File: src/rtl/alu_regfile_pc.sv
// Hephaestus datapath: 16-function combinational ALU + SREG, 8x8 register file (1-cycle reads), 8-bit PC.
// No backpressure; enables come from the sequencer. Define ALU_MUL_EN to build the 8x8 multiplier for fsl 2.
module alu_regfile_pc (
  input  logic       clk,
  input  logic       rst_n,
  input  logic       rd_en,
  input  logic [2:0] ra_num,
  input  logic [2:0] rb_num,
  output logic [7:0] ra_data,
  output logic [7:0] rb_data,
  input  logic       wr_en,
  input  logic       wr_hi_en,
  input  logic [2:0] rc_num,
  input  logic [7:0] rc_data,
  input  logic [7:0] rc_hi_data,
  input  logic [7:0] alu_a,
  input  logic [7:0] alu_b,
  input  logic [3:0] alu_fsl,
  output logic [7:0] alu_lo,
  output logic [7:0] alu_hi,
  output logic [3:0] alu_flags,
  input  logic       sreg_en,
  output logic [3:0] sreg,
  input  logic       jump,
  input  logic       hold,
  input  logic [7:0] jump_line,
  output logic [7:0] pc,
  output logic [7:0] pc_next
);

  localparam logic [3:0] FnAdd = 4'd0,  FnSub = 4'd1,  FnMul = 4'd2,  FnAnd = 4'd3;
  localparam logic [3:0] FnOr  = 4'd4,  FnXor = 4'd5,  FnNot = 4'd6,  FnNeg = 4'd7;
  localparam logic [3:0] FnShl = 4'd8,  FnShr = 4'd9,  FnAsr = 4'd10, FnRol = 4'd11;
  localparam logic [3:0] FnRor = 4'd12, FnInc = 4'd13, FnDec = 4'd14, FnCmp = 4'd15;

  logic [7:0] regs [8];
  logic [2:0] rcHiNum;
  assign rcHiNum = rc_num + 3'd1;

  // Reads sample the array before this edge's writes land, giving read-before-write.
  always_ff @(posedge clk or negedge rst_n) begin
    if (!rst_n) begin
      for (int i = 0; i < 8; i++) regs[i] <= '0;
      ra_data <= '0;
      rb_data <= '0;
    end else begin
      if (rd_en) begin
        ra_data <= regs[ra_num];
        rb_data <= regs[rb_num];
      end
      if (wr_en)    regs[rc_num]  <= rc_data;
      if (wr_hi_en) regs[rcHiNum] <= rc_hi_data;
    end
  end

  logic [8:0]  sum9;
  logic [8:0]  diff9;
  logic [7:0]  lo;
  logic [7:0]  hi;
  logic [7:0]  nzSrc;
  logic        cFlag;
  logic        vFlag;
  logic        zFlag;
  logic        nFlag;

  assign sum9  = {1'b0, alu_a} + {1'b0, alu_b};
  assign diff9 = {1'b0, alu_a} - {1'b0, alu_b};

  always_comb begin
    lo    = '0;
    hi    = '0;
    cFlag = 1'b0;
    vFlag = 1'b0;
    case (alu_fsl)
      FnAdd: begin
        lo    = sum9[7:0];
        cFlag = sum9[8];
        vFlag = (alu_a[7] == alu_b[7]) && (sum9[7] != alu_a[7]);
      end
      FnSub, FnCmp: begin
        lo    = (alu_fsl == FnCmp) ? alu_a : diff9[7:0];
        cFlag = diff9[8];
        vFlag = (alu_a[7] != alu_b[7]) && (diff9[7] != alu_a[7]);
      end
      FnMul: begin
`ifdef ALU_MUL_EN
        {hi, lo} = {8'd0, alu_a} * {8'd0, alu_b};
        cFlag    = |hi;
`endif
      end
      FnAnd: lo = alu_a & alu_b;
      FnOr:  lo = alu_a | alu_b;
      FnXor: lo = alu_a ^ alu_b;
      FnNot: lo = ~alu_a;
      FnNeg: begin
        lo    = 8'd0 - alu_a;
        cFlag = |alu_a;
        vFlag = (alu_a == 8'h80);
      end
      FnShl: begin lo = {alu_a[6:0], 1'b0};     cFlag = alu_a[7]; end
      FnShr: begin lo = {1'b0, alu_a[7:1]};     cFlag = alu_a[0]; end
      FnAsr: begin lo = {alu_a[7], alu_a[7:1]}; cFlag = alu_a[0]; end
      FnRol: begin lo = {alu_a[6:0], alu_a[7]}; cFlag = alu_a[7]; end
      FnRor: begin lo = {alu_a[0], alu_a[7:1]}; cFlag = alu_a[0]; end
      FnInc: begin
        {cFlag, lo} = {1'b0, alu_a} + 9'd1;
        vFlag       = (alu_a == 8'h7F);
      end
      FnDec: begin
        lo    = alu_a - 8'd1;
        cFlag = (alu_a == 8'h00);
        vFlag = (alu_a == 8'h80);
      end
    endcase
  end

  // CMP passes A through but reports N/Z of the subtraction; MUL judges N/Z on the full product.
  assign nzSrc = (alu_fsl == FnCmp) ? diff9[7:0] : lo;
  assign zFlag = (alu_fsl == FnMul) ? ({hi, lo} == 16'd0) : (nzSrc == 8'd0);
  assign nFlag = (alu_fsl == FnMul) ? hi[7] : nzSrc[7];

  assign alu_lo    = lo;
  assign alu_hi    = hi;
  assign alu_flags = {vFlag, nFlag, zFlag, cFlag};

  always_ff @(posedge clk or negedge rst_n) begin
    if (!rst_n)       sreg <= '0;
    else if (sreg_en) sreg <= alu_flags;
  end

  assign pc_next = pc + 8'd1;

  always_ff @(posedge clk or negedge rst_n) begin
    if (!rst_n)     pc <= '0;
    else if (jump)  pc <= jump_line;
    else if (!hold) pc <= pc_next;
  end

endmodule

File: config.mk
export PLATFORM = sky130hd
export DESIGN_NAME = alu_regfile_pc
export DESIGN_NICKNAME = d
export VERILOG_FILES = /design/src/rtl/alu_regfile_pc.sv
export SDC_FILE = /design/constraint.sdc
export NUM_CORES = 1
export LEC_CHECK = 0
export ABC_AREA = 1
export CAP_MARGIN = 20
export CORE_ASPECT_RATIO = 0.8
export CORE_UTILIZATION = 56
export DETAILED_ROUTE_END_ITERATION = 8
export PLACE_DENSITY = 0.92
export SLEW_MARGIN = 40
export SYNTH_ARGS = -nofsm -noshare
export SYNTH_HDL_FRONTEND = slang
export SYNTH_SLANG_ARGS = --single-unit
File: constraint.sdc
create_clock -name clk -period 4.05 [get_ports clk]
set_clock_uncertainty 0.1 [all_clocks]
set_input_delay 0.81 -clock clk [delete_from_list [all_inputs] [get_ports clk]]
set_output_delay 0.81 -clock clk [all_outputs]
set_load 0.02 [all_outputs]
==> Word-level counts from Yosys, hierarchy flattened <==
Index checks and enable logic that the tools add are counted.
{ "classes": {"mux": 23, "magnitude_cmp": 6, "addsub": 7, "bitwise": 8, "n_reduce_logical": 13, "eq_ne": 22} }
{ "ops": {"columns": ["cell", "count"], "rows": [
  ["bitwise mux 64 bit", 2],
  ["2-to-1 mux 64 bit", 2],
  ["one-hot mux 8 bit (14 select lines)", 1],
  ["2-to-1 mux 8 bit", 10],
  ["binary-select mux 8 bit (select 3 bit)", 2],
  ["demux 8 bit (select 3 bit)", 2],
  ["== test 4 bit (second input constant)", 8],
  ["== test 4 x 3 -> 1 bit (second input constant)", 4],
  ["greater-or-equal comparator 4 bit (second input constant)", 4],
  ["logical NOT 16 bit", 1],
  ["logical NOT 8 bit", 2],
  ["NOT 3 -> 4 bit", 4],
  ["adder 8 x 1 -> 9 bit (second input constant)", 1],
  ["adder 8 x 8 -> 9 bit", 1],
  ["subtractor 8 x 8 -> 9 bit", 1],
  ["adder 8 x 1 -> 8 bit (second input constant)", 1],
  ["bitwise AND 8 bit", 1],
  ["== test 4 x 2 -> 1 bit (second input constant)", 2],
  ["== test 8 x 7 -> 1 bit (second input constant)", 1],
  ["== test 8 bit (second input constant)", 1],
  ["< comparator 4 x 1 -> 1 bit (second input constant)", 2],
  ["NOT 8 bit", 1],
  ["OR 8 bit", 1],
  ["OR reduction 8 bit", 1],
  ["other kinds (15)", 23]
]} }
{ "word_totals": {"reg_bits": 92, "out_inout_bits": 56} }

==> Logic depth before layout (Yosys ltp) <==
{ "logic_depth": {"word_depth": 9, "depth_mapped": 17} }

==> Least setup slack after synthesis <==
Ideal clock, no wire load.
{ "synth_timing": {"kind": "input to output", "from": "input alu_a[2]", "to": "output alu_flags[1]", "path_buffers": 3, "path_slack_ns": 0.330, "arrival_ns": 2.810, "stages": 16, "required_ns": 3.140, "path_cell_list": "buf_4 inv_1 ha_1 buf_2 or2_1 nand2_1 nand3_1 nand3_1 nand2_1 nor2_1 nand2_1 nor2_1 nand3_1 nand2_1 and3_1 buf_4"} }
{ "synth_via": {"elab_chain_len": 6, "elab_cells_between_ends": 15, "cone_classes": "5 x add/sub; 4 x mux; 4 x bitwise; 2 x reduce/logical"} }
{ "synth_rtl": {"columns": ["element", "line", "text"], "rows": [
  ["start: declaration", "16", "input logic [7:0] alu_a,"],
  ["subtractor 8 x 8 -> 9 bit", "67", "assign diff9 = {1'b0, alu_a} - {1'b0, alu_b};"],
  ["2-to-1 mux 8 bit", "81", "lo = (alu_fsl == FnCmp) ? alu_a : diff9[7:0];"],
  ["one-hot mux 8 bit (14 select lines) (*)", "74", "case (alu_fsl)"],
  ["named net alu_lo[4]", "19", "output logic [7:0] alu_lo,"],
  ["2-to-1 mux 8 bit", "118", "assign nzSrc = (alu_fsl == FnCmp) ? diff9[7:0] : lo;"],
  ["logical NOT 8 bit", "119", "assign zFlag = (alu_fsl == FnMul) ? ({hi, lo} == 16'd0) : (nzSrc == 8'd0);"],
  ["2-to-1 mux 1 bit (*)", "119", null],
  ["end: declaration", "21", "output logic [3:0] alu_flags,"]
]} }
Mark *: on every way through the listed nets, which the timed path passes. The rest lies on a longest branch.

==> Worst setup path in the final report <==
{ "layout_timing": {"from": "input alu_b[2]", "to": "output alu_flags[0]"} }
{ "layout_via": {"elab_chain_len": 2, "elab_cells_between_ends": 3, "cone_classes": "2 x add/sub; 1 x mux"} }
{ "layout_rtl": {"columns": ["element", "line", "text"], "rows": [
  ["start: declaration", "17", "input logic [7:0] alu_b,"],
  ["subtractor 8 x 8 -> 9 bit / adder 8 x 8 -> 9 bit (equally long branches)", "67, 66", null],
  ["one-hot mux 1 bit (7 select lines) (*)", "74", null]
]} }
Every way passes the cells marked *; elsewhere a longest branch is shown, timed or not.

==> results.tsv <==
stage	metric	value	unit
detailed_routing	Remaining DRCs	0	
floorplan	Die X	132	um
synthesis	#FFs+latches synth	92	
critical_path	Worst Path Buf+Inv	5	
power_and_ir_drop	switching part of the total power	38.3	%
power_and_ir_drop	Clock Power Share	24.0	%
global_route	number of global-route vias before repair	7928	
sta	final setup vio count	0	
finish	share of layout cells above drive strength 1	13.9	%
critical_path	launch point of the worst reg-to-reg path	pc[2]	
finish	post-route cell area	9930	um2
critical_path	WP depth	14	
finish	area grow syn2layout	31.4	%
power_and_ir_drop	share of power burned in combinational logic	39.3	%
critical_path	Worst Reg-to-Reg Cells	6	
critical_path	crit path DAT	3060	ps
global_route	Global Route Usage Sum	38.7	%
synthesis	count of different cell masters after synthesis	38	
clock_tree	clk sinks	92	
global_route	total grt overflow	0	
floorplan	total die area	14000	um2
place	dpl cell area	9450	um2
clock_tree	H-Tree Depth	3	
detailed_routing	initial DRC count	1414	
critical_path	Setup crit start	alu_b[2]	
detailed_routing	Via Count	8989	
sta	f_max	252	MHz
floorplan	Die Height	106	um
power_and_ir_drop	pwr/cell area	342	nW/um2
detailed_routing	Vias/cell	5.77	
sta	Hold Fails Final Rpt	0	
synthesis	Syn Inst Count	1197	
critical_path	CP cell instances	clkdlybuf4s50_1 -> inv_1 -> buf_4 -> ha_1 -> nor2_1 -> nand2_2 -> nand3_1 -> nand2_1 -> nand2_2 -> buf_4 -> a21oi_1 -> or3b_1 -> nand3_1 -> buf_4	
clock_tree	CTS max path bufs	2	
finish	ant diodes	0	
worst_hold_path	Hold WC Path Type	primary input to asynchronous set/reset pin	
detailed_routing	DRT Pass-1 Iters	6	
power_and_ir_drop	internal power	2.10	mW
synthesis	top_reg_cell synth	dfrtp_1	
detailed_routing	final wirelength	26.7	mm
global_route	global-route wire length before repair	41.6	mm
critical_path	family with the most delay on the worst path	simple AND/OR/NAND/NOR gates	
synthesis	Post-synth EDFFs	0	
synthesis	fraction of registers with async set/reset	100	%
critical_path	WS Path Type	primary input to output port	
critical_path	crit-path max FO	3	
floorplan	row count	37	
place	GP Congestion	0.955	
detailed_routing	Detail Route Antenna Nets	0	
floorplan	I/O pins	117	
clock_tree	TritonCTS clock tree	built	
sta	max-slew violations	0	
power_and_ir_drop	Leakage	5.01	nW
synthesis	most instantiated cells after synthesis	347 x nand2_1, 226 x o21ai_0, 139 x inv_1	
critical_path	critical path's largest stage delay	480	ps
critical_path	reg2reg end	pc[7]	
critical_path	CP Capture Point	alu_flags[0]	
critical_path	flop2flop setup slack	2560	ps
synthesis	Synth top area share	30.5	%
global_route	initial antenna violation count	1	
outcome	status	complete, no violations	
sta	Worst Max-Slew Pin Slew	671	ps
sta	fin crit share	98.0	%
synthesis	Yosys top cell by area	dfrtp_1	
critical_path	CP endpoint kind	output port	
sta	crit path time final	3970	ps
clock_tree	clock root buffer	clkbuf_16	
synthesis	Netlist Area Pre-Place	7550	um2
critical_path	crit path max-delay cell type	clkdlybuf4s50_1	
place	Port-buffer cells	108	
synthesis	most common cell in the netlist	nand2_1	
floorplan	initial core utilization	58.1	%
floorplan	area of the core	13000	um2
global_route	pin count of the biggest net entering global routing	72	
synthesis	Avg Inst Size Synth	6.31	um2
clock_tree	Clk pin slew, worst setup/hold paths	70	ps
place	post-DP HPWL	20.1	mm
flow_run	Max-cap violations	0	
finish	nets	1471	
detailed_routing	average wire per standard cell	17.1	um
power_and_ir_drop	Worst VDD drop	0.285	mV
critical_path	Setup crit start kind	primary input	
sta	RSZ-0062 raised after global routing	true	
critical_path	Critical Path RT	3140	ps
clock_tree	clock latency on the worst-skew pair	350	ps
sta	Relative slew margins	55.3	%
clock_tree	cts bufs inserted	9	
synthesis	proportion of synthesized chip area in sequential cells	30.5	%
sta	Setup TNS Final	0	ps
power_and_ir_drop	sw power	1.30	mW
critical_path	CP most frequent cell	buf_4	
synthesis	YS warnings	0	
power_and_ir_drop	sequential share of power	36.7	%
synthesis	Area contributors post-synth	dfrtp_1 30%, nand2_1 17%, o21ai_0 15%, inv_1 6.9%, a21oi_1 5.2%	
==> state kept, by name, summed over array words and instances (netlist names) <==
register and cells:
sreg 4, rb_data 8, pc 8, ra_data 8, regs 64
==> how the worst min path moves through the flow <==
stage,end,cells past startpoint
2_1_floorplan,pc[0],0
3_3_place_gp,sreg[1],2
3_5_place_dp,sreg[1],2
4_1_cts,sreg[2],1
5_1_grt,sreg[1],1
6_report,sreg[2],1
==> stage by stage <==
step	std cells	utilization (%)	setup slack, ps	total power [mW]	hold slack, ps
5_1_grt	1559	76.3	-52.2	3.59	413
4_1_cts	1558	75.0	1.93	3.34	387
3_3_place_gp	1541	72.6	-613	2.48	362
6_report	1559	76.3	80.9	3.40	368
3_5_place_dp	1541	72.6	-695	2.52	375
2_1_floorplan	1204	-	330	1.97	414
==> cells in the final DEF (no fill, tap or decap), drive strengths merged, types with 4 or more instances in the layout <==
master,count
nand2,347
ha,29
conb,8
dfrtp,92
o211ai,5
nor2,85
o221ai,16
nand4,7
xor2,5
clkbuf,11
buf,126
clkdlybuf4s50,85
dlymetal6s2s,8
dlygate4sd2,5
clkdlybuf4s15,4
o21ai,227
inv,144
a21oi,79
nand3,64
o22ai,9
xnor2,6
==> repair_timing <==
action	CTS	global route
resized for setup	45	47
setup buffers	1	1
hold buffers	0	0
hold endpoints to repair	0	0
setup endpoints to repair	12	10
pin swaps	3	8
==> layout make-up <==
class / count / area [um2]
well taps: 175 / 219
flip-flops and latches: 92 / 2300
fillers: 1017 / 3080
inverters: 143 / 537
repair buffers: 229 / 2000
multi-input cells: 904 / 4590
clock buffers: 10 / 239
clock inverters: 6 / 45.0
==> power by group through the flow <==
stage / sequential [mW] / combinational, mW / clock [mW]
floorplan: 1.27 / 0.697 / 0
global placement: 1.24 / 1.23 / 0
detailed placement: 1.25 / 1.27 / 0
CTS: 1.24 / 1.28 / 0.819
global route: 1.27 / 1.47 / 0.856
finish: 1.25 / 1.34 / 0.815
==> cells by family after synthesis <==
kind of cell	count (synthesis)	synth area share (%)
compound gates	341	24.0
fa+ha+maj	31	5.33
other cells	1	0.0496
xor+xnor	11	1.28
buf+inv	208	11.4
simple gates	513	27.5
flops	92	30.5
==> layer usage <==
layer / GRT usage (%) / routed length [um] / vias up
met1: 56.8 / 11600 / 4056
li1: - / - / 4262
met2: 53.4 / 10600 / 626
met4: 8.14 / 354 / 4
met5: 2.22 / 75 / -
met3: 14.1 / 4080 / 41
Power figures use the tool's default switching activity.
